### src/rtl/rf_write_arbiter.sv
// Register-file write-port arbiter: WB has priority, LLU results queue in an
// in-order FIFO and drain into idle WB slots; tracks LLU-pending destinations.
module rf_write_arbiter #(
  parameter int unsigned DEPTH        = 4,
  parameter int unsigned STARVE_LIMIT = 8
) (
  input  logic                     clk,
  input  logic                     reset,
  input  logic                     in_wb_we,
  input  logic [4:0]               in_wb_rd,
  input  logic [31:0]              in_wb_data,
  input  logic                     in_llu_valid,
  input  logic [4:0]               in_llu_rd,
  input  logic [31:0]              in_llu_data,
  output logic                     out_llu_ready,
  input  logic                     in_issue_valid,
  input  logic [4:0]               in_issue_rd,
  input  logic [4:0]               in_rs1,
  input  logic [4:0]               in_rs2,
  input  logic [4:0]               in_rd,
  output logic                     out_rf_we,
  output logic [4:0]               out_rf_wreg,
  output logic [31:0]              out_rf_wdata,
  output logic                     out_raw_stall,
  output logic                     out_pipe_stall,
  output logic [$clog2(DEPTH):0]   out_fifo_count
);

  localparam int unsigned PW = $clog2(DEPTH);
  localparam int unsigned CW = PW + 1;
  localparam int unsigned SW = $clog2(STARVE_LIMIT + 1);
  localparam logic [CW-1:0] FULL      = CW'(DEPTH);
  localparam logic [SW-1:0] STARVE_MX = SW'(STARVE_LIMIT);

  logic [4:0]    mem_rd   [DEPTH];
  logic [31:0]   mem_data [DEPTH];
  logic [PW-1:0] head, tail;
  logic [CW-1:0] count;
  logic [31:0]   busy, busy_nxt;
  logic [SW-1:0] starve;

  logic        wb_req, fifo_empty, llu_xfer, pop, bypass, push;
  logic [4:0]  head_rd;
  logic [31:0] head_data;

  always_comb begin
    wb_req        = in_wb_we && (in_wb_rd != '0);
    fifo_empty    = (count == '0);
    out_llu_ready = (count < FULL);
    llu_xfer      = in_llu_valid && out_llu_ready;
    pop           = !wb_req && !fifo_empty;
    bypass        = !wb_req && fifo_empty && llu_xfer;
    push          = llu_xfer && !bypass;
    head_rd       = mem_rd[head];
    head_data     = mem_data[head];

    out_rf_we    = 1'b0;
    out_rf_wreg  = '0;
    out_rf_wdata = '0;
    // Outputs are forced idle while reset is held, not just after the edge.
    if (!reset) begin
      if (wb_req) begin
        out_rf_we    = 1'b1;
        out_rf_wreg  = in_wb_rd;
        out_rf_wdata = in_wb_data;
      end else if (pop) begin
        if (head_rd != '0) begin
          out_rf_we    = 1'b1;
          out_rf_wreg  = head_rd;
          out_rf_wdata = head_data;
        end
      end else if (bypass && in_llu_rd != '0) begin
        out_rf_we    = 1'b1;
        out_rf_wreg  = in_llu_rd;
        out_rf_wdata = in_llu_data;
      end
    end

    out_raw_stall  = busy[in_rs1] | busy[in_rs2] | busy[in_rd];
    out_pipe_stall = (starve == STARVE_MX);
    out_fifo_count = count;

    // Clears applied before the set so a same-cycle issue keeps the bit.
    busy_nxt = busy;
    if (pop && head_rd != '0)          busy_nxt[head_rd]   = 1'b0;
    if (bypass && in_llu_rd != '0)     busy_nxt[in_llu_rd] = 1'b0;
    if (in_issue_valid && in_issue_rd != '0) busy_nxt[in_issue_rd] = 1'b1;
    busy_nxt[0] = 1'b0;
  end

  always_ff @(posedge clk) begin
    if (push) begin
      mem_rd[tail]   <= in_llu_rd;
      mem_data[tail] <= in_llu_data;
    end
  end

  always_ff @(posedge clk or posedge reset) begin
    if (reset) begin
      head   <= '0;
      tail   <= '0;
      count  <= '0;
      busy   <= '0;
      starve <= '0;
    end else begin
      if (push) tail <= tail + PW'(1);
      if (pop)  head <= head + PW'(1);
      case ({push, pop})
        2'b10:   count <= count + CW'(1);
        2'b01:   count <= count - CW'(1);
        default: count <= count;
      endcase
      busy <= busy_nxt;
      if (pop)
        starve <= '0;
      else if (!fifo_empty && wb_req && starve != STARVE_MX)
        starve <= starve + SW'(1);
    end
  end

endmodule

### config.mk
export PLATFORM = sky130hd
export DESIGN_NAME = rf_write_arbiter
export DESIGN_NICKNAME = d
export VERILOG_FILES = /design/src/rtl/rf_write_arbiter.sv
export SDC_FILE = /design/constraint.sdc
export NUM_CORES = 1
export LEC_CHECK = 0
export CORE_ASPECT_RATIO = 0.75
export CORE_MARGIN = 1
export CORE_UTILIZATION = 54
export DETAILED_ROUTE_END_ITERATION = 8
export PLACE_DENSITY = 0.8
export SLEW_MARGIN = 10
export SYNTH_ARGS = -nofsm -noshare
export SYNTH_HDL_FRONTEND = slang
export SYNTH_SLANG_ARGS = --single-unit
### constraint.sdc
create_clock -name clk -period 3.1 [get_ports clk]
set_clock_uncertainty 0.05 [all_clocks]
set_input_delay 0.465 -clock clk [delete_from_list [all_inputs] [get_ports clk]]
set_output_delay 0.465 -clock clk [all_outputs]
set_load 0.1 [all_outputs]
# After elaboration in Yosys (flattened, before gate mapping)
# Memory sizes are Yosys's and may differ from the RTL's.
# Cells that the tools add are included.
op_classes:
  mul: 0
  add_sub_neg: 5
  n_eq_ne: 4
  n_div: 0
  shifts: 0
  mux: 35
  n_lt_le_gt_ge: 10
  n_reduce_logical: 24
  n_bitwise: 7
ops:
  columns: ["op", "count"]
  rows:
  - ["32-bit two-way mux", 8]
  - ["32-bit AND", 2]
  - ["32-bit NOT", 2]
  - ["5-bit by 6-bit less-than comparator with 1-bit output (second input constant)", 6]
  - ["32-bit OR", 1]
  - ["5-bit two-way mux", 5]
  - ["5-bit nonzero test", 4]
  - ["1-bit binary-select mux with 5-bit select", 3]
  - ["1-bit demux with 5-bit select", 3]
  - ["5-bit by 1-bit >= comparator with 1-bit output (second input constant)", 3]
  - ["1-bit logical AND", 14]
  - ["1-bit two-way mux", 13]
  - ["4-bit two-way mux", 2]
  - ["3-bit one-hot mux with 2 select lines", 1]
  - ["2-bit by 1-bit adder with 2-bit output (second input constant)", 2]
  - ["4-bit by 1-bit adder with 4-bit output (second input constant)", 1]
  - ["4-bit equality test (second input constant)", 1]
  - ["4-bit inequality test (second input constant)", 1]
  - ["2-bit nonzero test", 2]
  - ["3-bit by 1-bit adder with 3-bit output (second input constant)", 1]
  - ["1-bit zero test", 3]
  - ["3-bit zero test", 1]
  - ["3-bit less-than comparator (second input constant)", 1]
  - ["3-bit by 1-bit subtractor with 3-bit output (second input constant)", 1]
  - ["3 further kinds", 4]
totals:
  rom_bits: 0
  inputBits: 99
  output_inout_bits: 44
  regBits: 42
  elab_cells: 92
  ramBits: 148
  latch_bits: 0
  n_memories: 2
mem_list:
  columns: ["name", "depth", "width", "rd", "rd_clocked_by_memory_dff", "wr", "line_no", "source"]
  rows:
  - ["mem_data", 4, 32, 1, 0, 1, "36", "logic [31:0] mem_data [DEPTH];"]
  - ["mem_rd", 4, 5, 1, 0, 1, "35", "logic [4:0] mem_rd [DEPTH];"]

# Longest topological paths before layout
# Gate-level depths: netlist of the first run.
# An unclocked memory read counts as a cell.
logic_depth:
  word_depth: 12
  ltp_mapped: 11
  mapped_depth_nobuf: 10

# Worst setup path after synthesis of the first run
# No wires, ideal clock.
synth_path:
  path_kind: "reg2out"
  from: "register count[2], in the netlist out_fifo_count[2]"
  to: "output out_rf_wreg[0]"
  required_ps: 2585
  path_slack_ps: -2086
  path_stages_with_launch: 5
  t_arrival_ps: 4671
  path_buffers: 0
  cell_sequence: "dfrtp_1 inv_1 nand3_1 nand2_1 a311oi_1"
synth_between:
  elab_chain_cells: 8
  word_cells_on_any_way: 12
  cone_classes: "order compare (1); mux (4); reduce/logical (7)"
synth_lines:
  columns: ["item", "line_no", "source"]
  rows:
  - ["start: declaration", "38", "logic [CW-1:0] count;"]
  - ["start signal: assignment", "109", "2'b10: count <= count + CW'(1);"]
  - ["start signal: assignment", "110", "2'b01: count <= count - CW'(1);"]
  - ["start signal: assignment", "111", "default: count <= count;"]
  - ["3-bit less-than comparator", "49", "out_llu_ready = (count < FULL);"]
  - ["named net out_llu_ready", "15", "output logic out_llu_ready,"]
  - ["1-bit logical AND", "50", "llu_xfer = in_llu_valid && out_llu_ready;"]
  - ["1-bit logical AND", "52", "bypass = !wb_req && fifo_empty && llu_xfer;"]
  - ["1-bit logical AND", "72", "end else if (bypass && in_llu_rd != '0) begin"]
  - ["5-bit two-way mux", "72", null]
  - ["5-bit two-way mux", "66", "end else if (pop) begin"]
  - ["5-bit two-way mux", "62", "if (wb_req) begin"]
  - ["5-bit two-way mux", "61", "if (!reset) begin"]
  - ["end: declaration", "22", "output logic [4:0] out_rf_wreg,"]
# The timed path passes the listed nets, and every way through them passes these cells.

# Worst setup path in the final report of the first run
layout_path:
  from: "register head[0]"
  to: "output out_rf_we"
layout_between:
  elab_chain_cells: 6
layout_lines:
  columns: ["item", "line_no", "source"]
  rows:
  - ["start: declaration", "37", "logic [PW-1:0] head, tail;"]
  - ["start signal: assignment", "107", "if (pop) head <= head + PW'(1);"]
  - ["memory 4 x 5 bit", null, null]
  - ["5-bit nonzero test", "67", "if (head_rd != '0) begin"]
  - ["1-bit two-way mux", "67", null]
  - ["1-bit two-way mux", "66", null]
  - ["1-bit two-way mux", "62", null]
  - ["1-bit two-way mux", "61", null]
  - ["end: declaration", "21", "output logic out_rf_we,"]
# Every way passes these cells.

==> flow_metrics.tcl, run 1 <==
set metrics [dict create \
    crit_family "buffers and inverters" \
    antenna_left 0 \
    antenna_found_initial 0 \
    diodes 0 \
    clkLatencyLatePin_ns 0.44 \
    cts_hold_buffers 0 \
    violations "negative setup slack" \
    slew_headroom 0.420 \
    leakage_nw 4.84 \
    final.fill_count 834 \
    use_met1 0.461 \
    grt_use_met2 0.597 \
    die_x_um 154 \
    dr.pass1.iters 5 \
    grt_max_degree 43 \
    synthToLayoutAreaGrowth_pct 47.6 \
    timing.rr.end "busy[24]$_DFF_PP0_" \
    die_area_um2 17900 \
    crit_type "reg -> out" \
    grt-ovfl-total 0 \
    busiest_layer "met2" \
    rr_worst_depth 8 \
    cp_data_required_time_ns 2.58 \
    r2r_start "head[0]$_DFFE_PP0N_" \
    fmax_ghz 0.297 \
    status "complete, but fails checks" \
    r2r_setup_slack_ns 0.49 \
    maxSlewViolCount 0 \
    cts_root_buf "clkbuf_16" \
    netlist.area_leader.share 0.474 \
    die_y_um 116 \
    dp_slack_ns -0.223 \
    worst_slack_ns -0.270 \
    tightest_slew_ns 0.866 \
    initial_core_util 0.555 \
    design_area_um2 13800 \
    synthArstFlopShare 0.221 \
    h-tree-depth 4 \
    grt_first_pass_wirelength_um 46200 \
    synth_edf_count 148 \
    dr.first_iter.drc_count 757 \
    path_buf_inv 4 \
    dpl_cell_area_um2 12400 \
    rows 41 \
    rsz0062_at_grt "yes" \
    synthTopCellsByArea "edfxtp_1 (47%), mux4_2 (12%), dfrtp_1 (11%)" \
    multiInputGateArea_um2 4520 \
    cp-startpoint "head[0]$_DFFE_PP0N_" \
    cts.sinks 190 \
    syn_inst 661 \
    yosys.area.top_type "edfxtp_1" \
    layout_min_cycle_time_ns 3.37 \
    seq_area_frac_synth 0.587 \
    wl_per_cell_um 27.8 \
    synth_warnings 0 \
    vias 7568 \
    min_period_over_period 1.09 \
    path_depth 9 \
    yosys_register_bits 190 \
    p_per_area_nw_per_um2 888 \
    layout-drive-gt1-share 0.385 \
    utilization 0.819 \
    synth-main-ff-cell "edfxtp_1" \
    finalSetupViolCount 33 \
    finalWirelength_um 31100 \
    cts_tree "yes" \
    hp-class "in -> async" \
    ys_types 58 \
    ir_drop_mv 0.702 \
    port_buffers 142 \
    grt_pass1_vias 7724 \
    critPathMaxFanout 8 \
    crit_path_start_kind "register" \
    setup.worst_path.end_class "output pin" \
    final-seq-area_um2 5500 \
    clock_path_buffers 2 \
    gr-usage-met3 0.0860 \
    cts_made_buffers 17 \
    setup_tns_ns -6.21 \
    syn_nets 768 \
    cp-endpoint "out_rf_we" \
    post-dp-hpwl_um 18500 \
    fin_nets 995 \
    syn_area_per_cell_um2 14.2 \
    clk_pin_slew_worst_paths_ns 0.08 \
    path_cells "buf_4 -> mux4_2 -> nor2_4 -> buf_6 -> a21oi_4 -> buf_6 -> nor3_4 -> nor2_4 -> buf_12" \
    track_usage 0.359 \
    hold_viol 0 \
    viasPerCell 6.78 \
    num_io_pins 143 \
    place.gp.congestion 0.908 \
    coreArea_um2 16900 \
    cp_slowest_cell "a21oi_4" \
    cpPeakStageDelay_ns 0.60 \
    drcViolationCount 0 \
    timing.max_cap.violations 0 \
    cp.arrival_ns 2.86 \
    holdWs_ns 0.470 \
    netlist_area_um2 9370 \
]
-- stage by stage --
step / total power, mW / instances
detailed placement: 8.96 / 1057
finish: 12.3 / 1116
global route: 12.6 / 1116
CTS: 11.9 / 1113
global placement: 8.80 / 1057
floorplan: 7.08 / 661
-- cells in the final DEF (no fill, tap or decap), types with 4 or more instances in the layout --
cell               n
a21oi_4            4
a221oi_2          12
a221oi_4          20
a22o_1            19
a22oi_1           18
a311oi_4           5
a32o_1            10
and2_2             4
and3_1             4
buf_12            55
buf_4             77
buf_6             10
clkbuf_16         17
clkdlybuf4s50_1   93
clkinv_8           4
dfrtp_1           37
dfrtp_2            4
edfxtp_1         148
ha_1               7
inv_1             14
inv_8              5
mux2_2            11
mux2i_1            8
mux4_2            50
nand2_1           49
nand2b_1           6
nand3_1           10
nand3b_1           4
nor2_1            20
nor2_4            33
nor2b_1           10
nor3_1             8
nor3_4             4
nor3b_1            6
o21ai_0           37
xnor2_1            4
-- flip-flops by register name, summed over array words and instances, names as in the netlist --
name            count
tail                2
out_fifo_count      3
mem_data          128
starve              4
mem_rd             20
head                2
busy               31
-- repair_timing --
action,CTS,global route
hold endpoints to repair,0,0
endpoints found under the setup margin,37,36
setup buffers,21,3
gates cloned,7,0
pin swaps,57,7
resized for setup,75,12
-- cell families after synthesis --
family	share of synthesized area
flops	0.587
simple gates	0.107
compound gates	0.123
mux	0.142
buf+inv	0.0246
fa+ha+maj	0.0115
xor+xnor	0.00561
-- power by group --
part | internal (mW) | switching (mW) | leakage [nW]
Clock | 1.09 | 1.10 | 0.290
Combinational | 2.70 | 3.56 | 2.69
Sequential | 3.31 | 0.508 | 1.85
Total | 7.11 | 5.17 | 4.84
-- Yosys cell counts, types with 3 or more instances --
cell type and count:
a2111oi_0 4, a221oi_1 34, a22o_1 19, a22oi_1 18
a311oi_1 7, a32o_1 10, and2_1 5, and3_1 4
and3b_1 3, buf_1 9, buf_2 7, clkbuf_1 22
dfrtp_1 42, edfxtp_1 148, ha_1 7, inv_1 16
mux2_2 11, mux2i_1 8, mux4_2 50, nand2_1 49
nand2b_1 6, nand3_1 12, nand3b_1 4, nor2_1 54
nor2b_1 10, nor3_1 9, nor3_4 3, nor3b_1 6
o2111ai_1 3, o21ai_0 38, o221ai_1 3, or2_2 3
xnor2_1 4
-- how the worst min path moves through the flow --
stage,end,cells past startpoint
3_5_place_dp,starve[2]$_DFFE_PP0P_,1
3_3_place_gp,starve[2]$_DFFE_PP0P_,1
6_report,tail[0]$_DFFE_PP0P_,2
2_1_floorplan,starve[2]$_DFFE_PP0P_,1
5_1_grt,tail[0]$_DFFE_PP0P_,2
4_1_cts,tail[0]$_DFFE_PP0P_,2
-- layout make-up --
class | count | share of cell area
Inverter | 16 | 0.00461
Timing Repair Buffer | 244 | 0.208
Multi-Input combinational cell | 419 | 0.327
Clock inverter | 14 | 0.0119
Tap cell | 215 | 0.0195
Clock buffer | 18 | 0.0310
Sequential cell | 190 | 0.398
-- layer usage --
layer  up-vias  wire length (um)
li1       3145                 -
met1      3788             11800
met2       536             15300
met3        99              2970
met4         0              1040
met5         -                 0
(Power assumes the default switching activity.)
==> run 2: changes to the inputs <==
CORE_UTILIZATION = 49   (was 54)
PLACE_DENSITY = not set   (was 0.8)
PLACE_DENSITY_LB_ADDON = 0.12   (was not set)
clock period = 3 ns   (was 3.1 ns; I/O delays follow)
==> run 2 against run 1 <==
Compared with the run above: the flow still finishes with violations (negative setup slack); critical endpoint is now out_rf_wdata[22]; worst setup slack gained 0.026 ns; die area grew 10%; via count shrank 4.2%; worst hold slack gained 0.0081 ns; non-clock buffer count shrank 2; flip-flop and latch count is the same; clock-buffer cell count is the same; critical path type unchanged.
==> flow_metrics.tcl, run 2 (synthesized netlist as in run 1, its figures left out) <==
set metrics [dict create \
    critPathMaxFanout 8 \
    grt_first_pass_wirelength_um 44100 \
    cts_tree "yes" \
    rr_worst_depth 7 \
    clkPwrFrac 0.178 \
    final.fill_count 1160 \
    p_per_area_nw_per_um2 898 \
    fmax_ghz 0.308 \
    leakage_nw 4.83 \
    final_cells 1143 \
    cts_hold_buffers 0 \
    wl_per_cell_um 25.3 \
    final_common_cell "edfxtp_1" \
    place.gp.congestion 0.907 \
    timing.max_cap.violations 0 \
    cts_made_buffers 17 \
    clock_path_buffers 2 \
    p_comb_frac 0.504 \
    coreArea_um2 18600 \
    dr.first_iter.drc_count 681 \
    die_y_um 122 \
    maxSlewViolCount 0 \
    cp.arrival_ns 2.74 \
    violations "negative setup slack" \
    post-dp-hpwl_um 17800 \
    seqPwrFrac 0.318 \
    fin_nets 990 \
    antenna_found_initial 0 \
    setup.worst_path.end_class "output pin" \
    crit_path_start_kind "register" \
    netSwitchingFraction 0.415 \
    clkLatencyLatePin_ns 0.44 \
    worst_slack_ns -0.245 \
    tightest_slew_ns 0.927 \
    clk_pin_slew_worst_paths_ns 0.07 \
    layout-drive-gt1-share 0.383 \
    status "complete, but fails checks" \
    multiInputGateArea_um2 4530 \
    top_regs "mem_data (128), busy (31), mem_rd (20)" \
    dp_slack_ns -0.264 \
    final_cell_mix "edfxtp_1 (148), clkdlybuf4s50_1 (91), buf_4 (82)" \
    drcViolationCount 0 \
    dr.pass1.iters 5 \
    antenna_left 0 \
    final-seq-area_um2 5510 \
    diodes 0 \
    largest_register "mem_data" \
    cp-startpoint "head[0]$_DFFE_PP0N_" \
    largest_reg_flops 128 \
    grt-ovfl-total 0 \
    rows 43 \
    slew_headroom 0.382 \
    h-tree-depth 4 \
    cp-endpoint "out_rf_wdata[22]" \
    netSwitchingPower_mw 5.16 \
    timing.rr.end "busy[24]$_DFF_PP0_" \
    track_usage 0.310 \
    die_x_um 162 \
    setup_tns_ns -6.42 \
    p_int_mw 7.26 \
    port_buffers 142 \
    die_area_um2 19700 \
    grt_pass1_vias 7375 \
    viasPerCell 6.34 \
    initial_core_util 0.503 \
    r2r_start "head[0]$_DFFE_PP0N_" \
    cts_root_buf "clkbuf_16" \
    crit_type "reg -> out" \
    finalWirelength_um 28900 \
    dp_cells 1082 \
    cp_data_required_time_ns 2.50 \
    rsz0062_at_grt "yes" \
    grt_max_degree 36 \
    hold_viol 0 \
    finalSetupViolCount 33 \
    min_period_over_period 1.08 \
    layout_min_cycle_time_ns 3.24 \
    r2r_setup_slack_ns 0.52 \
    num_io_pins 143 \
    ir_drop_mv 0.897 \
    vias 7249 \
    synthToLayoutAreaGrowth_pct 47.6 \
    hp-class "reg -> reg" \
    cts.sinks 190 \
]
run 2: cell types whose count changed in the layout (fill, tap and decap cells not counted), sizes merged:
cell           delta
dlymetal6s2s      +1
clkdlybuf4s50     -2
clkinv            -2
a21oi             -3
inv               +2
bufbuf            +1
dlygate4sd2       +1
buf               -3
run 2: worst min path at each step:
stage / slack [ns] / start / cells after the start / endpoint
detailed placement: 0.47 / starve[2]$_DFFE_PP0P_ / 1 / starve[2]$_DFFE_PP0P_
CTS: 0.48 / starve[2]$_DFFE_PP0P_ / 1 / starve[2]$_DFFE_PP0P_
floorplan: 0.43 / starve[2]$_DFFE_PP0P_ / 1 / starve[2]$_DFFE_PP0P_
global placement: 0.45 / starve[2]$_DFFE_PP0P_ / 1 / starve[2]$_DFFE_PP0P_
finish: 0.48 / starve[2]$_DFFE_PP0P_ / 1 / starve[2]$_DFFE_PP0P_
global route: 0.49 / starve[2]$_DFFE_PP0P_ / 1 / starve[2]$_DFFE_PP0P_
run 2: power by group through the flow:
| stage | combinational [mW] | clock, mW | sequential (mW) |
|---|---|---|---|
| 3_3_place_gp | 5.12 | 0 | 3.94 |
| 3_5_place_dp | 5.19 | 0 | 3.97 |
| 5_1_grt | 6.56 | 2.33 | 4.00 |
| 6_report | 6.27 | 2.21 | 3.95 |
| 4_1_cts | 6.21 | 2.21 | 3.90 |
| 2_1_floorplan | 3.44 | 0 | 3.87 |
run 2: layer usage:
layer,vias to the layer above,GRT usage,share of wire
li1,3136,-,-
met1,3630,0.448,0.43
met2,443,0.451,0.45
met3,40,0.101,0.11
met4,0,0.0861,0.016
met5,-,0,0
run 2: cell type report:
type                            instances  area share
Sequential cell                       190       0.398
Inverter                               16     0.00461
Tap cell                              247      0.0223
Multi-Input combinational cell        416       0.328
Timing Repair Buffer                  242       0.205
Clock inverter                         14      0.0110
Clock buffer                           18      0.0310
run 2: worst max-delay path: stages (launching register included):
cell and delay (ns):
dfrtp_2 0.47, buf_6 0.13, mux4_2 0.54, nor3_4 0.14, buf_6 0.14, buf_6 0.10
a21oi_4 0.08, buf_16 0.17, a221oi_4 0.29, nor2_4 0.07, buf_12 0.17
run 2: what timing repair did:
action,in CTS,in global routing
resized for setup,75,11
endpoints found under the hold margin,0,0
gates cloned,8,0
pin swaps,48,6
setup endpoints to repair,39,39
buffers inserted,26,1
run 2: through the flow:
stage | hold slack (ns) | util | instance area [um2] | power (mW)
after floorplan | 0.430 | - | 9740 | 7.31
after global routing | 0.485 | 0.743 | 13800 | 12.9
final | 0.478 | 0.743 | 13800 | 12.4
after detailed placement | 0.468 | 0.659 | 12300 | 9.16
after global placement | 0.451 | 0.659 | 12300 | 9.05
after CTS | 0.477 | 0.743 | 13800 | 12.3
==> run 3: changes to the inputs <==
CORE_UTILIZATION = 54   (was 49)
RECOVER_POWER = 50   (was not set)
clock period = 3.7 ns   (was 3 ns; I/O delays follow)
==> run 3 against run 2 <==
Compared with the run above: the run now ends clean; utilization down 1.7 points; clock-buffer cell count down 1; cell area shrank 11%; non-clock buffer count shrank 71; worst setup slack improved by 0.40 ns; largest cell class unchanged; largest power group unchanged.
==> flow_metrics.tcl, run 3 (synthesized netlist as in run 1, its figures left out) <==
set metrics [dict create \
    wl_per_cell_um 23.3 \
    r2r_setup_slack_ns 0.83 \
    cts.sinks 190 \
    viasPerCell 6.41 \
    timing.max_cap.violations 0 \
    num_io_pins 143 \
    coreArea_um2 16900 \
    initial_core_util 0.555 \
    cp.arrival_ns 2.94 \
    antenna_left 0 \
    fmax_ghz 0.282 \
    crit_path_start_kind "primary input" \
    cts_root_buf "clkbuf_16" \
    status "complete, no violations" \
    clk_pin_slew_worst_paths_ns 0.07 \
    setup_tns_ns 0 \
    crit_type "in -> out" \
    die_x_um 154 \
    clkLatencyLatePin_ns 0.44 \
    multiInputGateArea_um2 3840 \
    cts_tree "yes" \
    min_period_over_period 0.958 \
    dr.pass1.iters 5 \
    place.gp.congestion 0.848 \
    die_area_um2 17900 \
    final-seq-area_um2 5500 \
    setup.worst_path.end_class "output pin" \
    top_layer "met4" \
    h-tree-depth 4 \
    antenna_found_initial 0 \
    leakage_nw 4.20 \
    rows 41 \
    final_cells 1039 \
    cts_made_buffers 17 \
    critPathMaxFanout 33 \
    track_usage 0.280 \
    layout-drive-gt1-share 0.262 \
    route.met3.wl_um 1690 \
    diodes 0 \
    tightest_slew_ns 1.21 \
    hp-class "reg -> reg" \
    largest_register "mem_data" \
    cp_data_required_time_ns 3.09 \
    grt_first_pass_wirelength_um 37500 \
    finalSetupViolCount 0 \
    grt_max_degree 49 \
    synthToLayoutAreaGrowth_pct 30.8 \
    port_buffers 142 \
    ir_drop_mv 0.412 \
    die_y_um 116 \
    post-dp-hpwl_um 16200 \
    rsz0062_at_grt "no" \
    route.met2.wl_um 11900 \
    final_common_cell "edfxtp_1" \
    slew_headroom 0.198 \
    fin_nets 919 \
    vias 6664 \
    top_regs "mem_data (128), busy (31), mem_rd (20)" \
    final_cell_mix "edfxtp_1 (148), clkdlybuf4s50_1 (63), mux4_2 (50)" \
    grt-ovfl-total 0 \
    grt_pass1_vias 6738 \
    layout_min_cycle_time_ns 3.54 \
    finalWirelength_um 24200 \
    dr.first_iter.drc_count 470 \
    p_per_area_nw_per_um2 724 \
    clock_path_buffers 2 \
    dp_cells 1002 \
    largest_reg_flops 128 \
    wl_met1_um 10400 \
    final.fill_count 1091 \
    drcViolationCount 0 \
    maxSlewViolCount 0 \
    hold_viol 0 \
]
run 3: changes by cell type in the layout (fill, tap and decap cells not counted), sizes merged:
cell / change
buf: -82
bufbuf: -1
clkbuf: +7
clkdlybuf4s50: -28
clkinv: +1
clkinvlp: +2
dlygate4sd2: -4
dlygate4sd3: +39
dlymetal6s2s: -3
inv: -3
run 3: timing repair:
item	in CTS	in global routing
resized for setup	1	4
setup buffers	0	5
setup endpoints to repair	5	33
gates cloned	0	1
hold buffers	0	0
pin swaps	0	3
run 3: worst max-delay path: stages:
cell and delay, ns:
clkdlybuf4s50_1 0.42, or4_1 0.60, o21a_1 0.27, a211oi_4 0.27
buf_12 0.24, a221oi_1 0.14, nor2_2 0.22, buf_12 0.20
run 3: worst paths after layout:
kind                                               startpoint                  endpoint  depth (start not counted)
worst min-delay path                    starve[3]$_DFFE_PP0P_     starve[3]$_DFFE_PP0P_                          2
worst max register to register  out_fifo_count[2]$_DFFE_PP0P_  mem_data[0][9]$_DFFE_PP_                          3
max in group asynchronous                               reset         busy[8]$_DFF_PP0_                          4
worst min register to register          starve[3]$_DFFE_PP0P_     starve[3]$_DFFE_PP0P_                          2
worst max-delay path                              in_wb_rd[2]          out_rf_wdata[23]                          8
min in group asynchronous                               reset       head[1]$_DFFE_PP0N_                          4
run 3: power by group:
| group | leakage (nW) | internal, mW | switching, mW | total (mW) |
|---|---|---|---|---|
| clock network | 0.267 | 0.884 | 0.838 | 1.72 |
| registers | 1.85 | 2.77 | 0.398 | 3.17 |
| logic | 2.08 | 1.63 | 2.35 | 3.98 |
| total | 4.20 | 5.29 | 3.59 | 8.88 |
run 3: cell type report:
class                      count  area share
sequential                   190       0.449
multi-input combinational    416       0.314
timing repair buffer         171       0.165
clock buffer                  17      0.0347
tap                          215      0.0220
clock inverter                14      0.0106
inverter                      16     0.00521
run 3: per-layer routing:
metal | vias up | GRT usage
met1 | 3404 | 0.384
li1 | 2966 | -
met2 | 276 | 0.462
met4 | 0 | 0.0733
met5 | - | 0
met3 | 18 | 0.0613
run 3: per-stage QoR:
stage          utilization  setup WS (ns)  instance area (um2)  hold slack [ns]  total power, mW
3_5_place_dp         0.694          0.221                11700            0.480             7.11
2_1_floorplan            -         0.0458                 9570            0.430             5.82
6_report             0.726          0.155                12300            0.493             8.88
4_1_cts              0.727        -0.0289                12300            0.490             8.84
5_1_grt              0.726         0.0265                12300            0.510             9.26
3_3_place_gp         0.694          0.263                11700            0.450             7.02
==> RTL edit 1 (flow settings as in run 3) <==
Change the parameter `DEPTH` from 4 to 8.
--- a/src/rtl/rf_write_arbiter.sv
+++ b/src/rtl/rf_write_arbiter.sv
@@ -1,7 +1,7 @@
 // Register-file write-port arbiter: WB has priority, LLU results queue in an
 // in-order FIFO and drain into idle WB slots; tracks LLU-pending destinations.
 module rf_write_arbiter #(
-  parameter int unsigned DEPTH        = 4,
+  parameter int unsigned DEPTH        = 8,
   parameter int unsigned STARVE_LIMIT = 8
 ) (
   input  logic                     clk,
Ports: changed (resized out_fifo_count); port bits go from 143 to 144. The function was not compared with the original's and may differ.
==> RTL edit 1 against run 3 <==
- the run now ends with negative setup slack left
- first-iteration DRC count grew 110%
- wire length is 53% higher
- power rose by 62%
- area after synthesis is 66% higher
- count of clock-buffer cells in the layout increased by 19
- worst setup slack lost 0.28 ns
- sequential share of layout area increased by 6.4 points
- final area is 60% higher
- hold slack worse by 0.0057 ns
- global-route usage is 1.9 points lower
- sequential cell count up 151
- largest cell class unchanged
==> RTL edit 1: results (changes against run 3) <==
Vias per Instance: 6.28 (-2.1%)
Crit path DAT: 3.22 ns (+0.28 ns)
Met1 WL: 16.0 mm (+54%)
Net Count, Synth: 1059 (+38%)
Drt wl/cell: 24.0 µm (+2.8%)
ClkCell Share: 4.72% (+0.18 points)
Largest net degree at the start of global routing: 38 (-22%)
Nonclk inv count: 12 (-4)
Setup Viol. Count Final: 33 (+33)
N_diodes: 1 (+1)
Status: finished, violations left
Sequential fraction of design power: 36.4% (+0.7 points)
Global-route wire length before repair: 57.8 mm (+54%)
Syn avg cell area: 16.3 µm² (+15%)
Clock buffer count in the final layout: 36 (+19)
M3 GR Usage: 4.59% (-1.5 points)
Placed instance area: 18500 µm² (+58%)
Non-clk buf share: 12.5% (-4.0 points)
Synth async-reset ratio: 13.2% (-8.9 points)
1st-iter DRT viols: 1009 (+110%)
H-tree Lvls: 1 (-3)
Top flop regs: mem_data x256, mem_rd x40, busy x31
Initial antenna violation count: 1 (+1)
Path depth of the worst reg2reg path: 8 (+5)
Layout cells sized above 1: 26.9% (+0.69 points)
Hold Path Depth: 1 (-1)
DRT Pass-1 Iters: 7 (+2)
Fill count: 1910 (+75%)
RR Endpoint: mem_data[5][1]
Worst r2r src: out_fifo_count[1]
Clk pwr: 2.96 mW (+72%)
Multi-input combinational area share: 28.8% (-2.6 points)
Hold Crit Start: starve[2]
Num CTS Buffers: 31 (+14)
R2R setup slack: 0.50 ns (-0.33 ns)
PD cells: 737 nW/µm² (+1.7%)
Max rail drop VDD: 0.000427 V (+3.6%)
Post-synth EDFFs: 296 (+100%)
Hold slack: 0.488 ns (-0.00572 ns)
Total track usage: 26.2% (-1.9 points)
Violated checks: negative setup slack
Buffers excl. clock: 206 (+20%)
Sequential area share after synthesis: 64.5% (+5.8 points)
Clock tree buffer depth: 3 (+1)
NetSw: 5.35 mW (+49%)
Vias in the first global route: 9718 (+44%)
Skew-Pair Late Insertion Delay: 0.56 ns (+0.12 ns)
Grt met2 use: 40.5% (-5.7 points)
I/O Buffers: 143 (+0.70%)
Non-Filler Instances: 1542 (+48%)
PnR worst setup slack: -0.129 ns (-0.285 ns)
Leak: 6.55 nW (+56%)
#MultiIn Comb: 541 (+30%)
GRT met1 Usage: 39.0% (+0.63 points)
Nets: 1239 (+35%)
Setup TNS Final: -3.19 ns (-3.19 ns)
Synth unique cells: 59 (+1.7%)
## RTL edit 1: cell count changes after synthesis, moves of 17 or more
| cell | before | now |
|---|---|---|
| a22oi_1 | 18 | 1 |
| a221oi_1 | 34 | 4 |
| nor3_1 | 9 | 37 |
| and3_1 | 4 | 36 |
| o22ai_1 | 2 | 25 |
| o21ai_0 | 38 | 64 |
| mux2i_1 | 8 | 45 |
| edfxtp_1 | 148 | 296 |
| clkbuf_1 | 22 | 40 |
| a211oi_2 | 1 | 29 |
| nor2_1 | 54 | 14 |
| a22o_1 | 19 | 1 |
| mux4_2 | 50 | 90 |
## RTL edit 1: cell families after synthesis
logic type,synth area share [%]
buffers and inverters,1.99
adders and majority gates,0.564
muxes,17.8
DFF,64.5
and+or+nand+nor,7.41
xor gates and xnor gates,0.507
AOI/OAI and AO/OA,7.31
==> RTL edit 2 (config.mk and constraints of run 3) <==
Without the edit above. Register the output `out_fifo_count`; this adds one clock of latency there. The other outputs are not delayed to match.
--- a/src/rtl/rf_write_arbiter.sv
+++ b/src/rtl/rf_write_arbiter.sv
@@ -31,6 +31,8 @@
   localparam int unsigned SW = $clog2(STARVE_LIMIT + 1);
   localparam logic [CW-1:0] FULL      = CW'(DEPTH);
   localparam logic [SW-1:0] STARVE_MX = SW'(STARVE_LIMIT);
+
+  logic [$clog2(DEPTH):0] out_fifo_count_d;
 
   logic [4:0]    mem_rd   [DEPTH];
   logic [31:0]   mem_data [DEPTH];
@@ -78,7 +80,7 @@
 
     out_raw_stall  = busy[in_rs1] | busy[in_rs2] | busy[in_rd];
     out_pipe_stall = (starve == STARVE_MX);
-    out_fifo_count = count;
+    out_fifo_count_d = count;
 
     // Clears applied before the set so a same-cycle issue keeps the bit.
     busy_nxt = busy;
@@ -118,5 +120,9 @@
     end
   end
 
+  always_ff @(posedge clk) begin
+    out_fifo_count <= out_fifo_count_d;
+  end
+
 endmodule
 
Formal check against the unedited RTL: not equivalent (Yosys sat finds a counterexample within 4 cycles, from zero or initial values and one cycle with reset high).
==> RTL edit 2 against run 3 <==
- global-route usage up 3.1 points
- non-clock buffer count increased by 17
- core utilization increased by 1.9 points
- fmax fell by 2.5%
- via count is 7.1% higher
- wire length up 12%
- sequential share of layout area decreased by 0.93 points
- power grew 6.9%
- final area rose by 3.2%
- area after synthesis up 1.2%
- worst setup slack worse by 0.090 ns
- sequential cell count up 3
- clock power increased by 8%
- critical endpoint is now out_rf_wdata[15]
==> RTL edit 2: results (changes against run 3) <==
Status: complete, no violations
Critical setup path kind: reg2out
CP peak stage delay: 0.57 ns (-0.03 ns)
#MultiIn Comb: 410 (-1.4%)
Post-Place Setup Slack: 0.118 ns (-0.103 ns)
Grt met2 use: 49.1% (+2.9 points)
Total track usage: 31.2% (+3.1 points)
Mapped Cells: 655 (-0.91%)
CP delay by family, top: compound AO/OA/AOI/OAI gates
Slowest cell on the critical path: mux4_2
RePlAce Congestion: 0.931 (+9.9%)
Multi-input combinational area share: 31.3% (-0.067 points)
DRT Pass-1 Iters: 8 (+3)
Nonclk inv count: 14 (-2)
Hold Path Depth: 0 (-2)
Worst r2r src: head[0]
Crit path DAT: 3.03 ns (+0.09 ns)
Vias per Instance: 6.65 (+3.7%)
Final wirelength: 27.2 mm (+12%)
Fill count: 1047 (-4.0%)
Nets: 931 (+1.3%)
Worst-path fanout max: 9 (-73%)
1st-iter DRT viols: 1013 (+120%)
HPWL after detailed placement: 17.8 mm (+9.5%)
Global-route wire length before repair: 40.8 mm (+9.0%)
Non-Filler Instances: 1073 (+3.3%)
Mux cell area share after synthesis: 15.0% (+0.77 points)
Placed instance area: 12000 µm² (+2.1%)
Path depth of the worst reg2reg path: 7 (+4)
Non-clk buf share: 17.3% (+0.76 points)
Synth async-reset ratio: 21.8% (-0.34 points)
Max rail drop VDD: 0.000529 V (+28%)
Met1 WL: 11.1 mm (+7.2%)
Hold Crit Start: count[1]
WL met3: 2.89 mm (+71%)
Synth area leaders: edfxtp_1 (47%), mux4_2 (13%), dfrtp_1 (11%)
Placed cells: 1031 (+2.9%)
Leak: 4.37 nW (+4.0%)
Synth Area in XOR/XNOR: 0.554% (-0.0067 points)
FF/Latch Area: 5560 µm² (+1.1%)
Clock Sink Count: 193 (+1.6%)
ClkCell Share: 4.74% (+0.20 points)
Core area: 17000 µm² (+0.61%)
[RTL edit 2: cell count changes after synthesis, sizes merged, moves of 5 or more]
cell / before / now
clkbuf: 22 / 27
a22oi: 18 / 0
a22o: 19 / 1
nand2: 49 / 31
nand4: 2 / 9
mux2: 11 / 3
o22ai: 2 / 11
o21ai: 38 / 66
nand3b: 4 / 10
a32o: 10 / 0
buf: 18 / 13
mux4: 50 / 56
o221ai: 3 / 16
[RTL edit 2: path summary, 6_finish.rpt]
kind	slack, ns	end
worst max-delay path	0.07	out_rf_wdata[15]
worst max register to register	0.85	busy[21]
max in group asynchronous	1.03	head[1]
worst min-delay path	0.39	out_fifo_count[1]
worst min register to register	0.39	out_fifo_count[1]
min in group asynchronous	1.75	busy[2]
[RTL edit 2: power breakdown]
group,internal (mW),switching [mW]
Clock,1.02,0.837
Combinational,1.80,2.60
Sequential,2.82,0.416
[RTL edit 2: timing repair]
action,CTS,global route
cloned,2,0
gates resized for setup,6,5
setup buffers,2,6
pin swaps,2,2
endpoints found under the setup margin,33,33
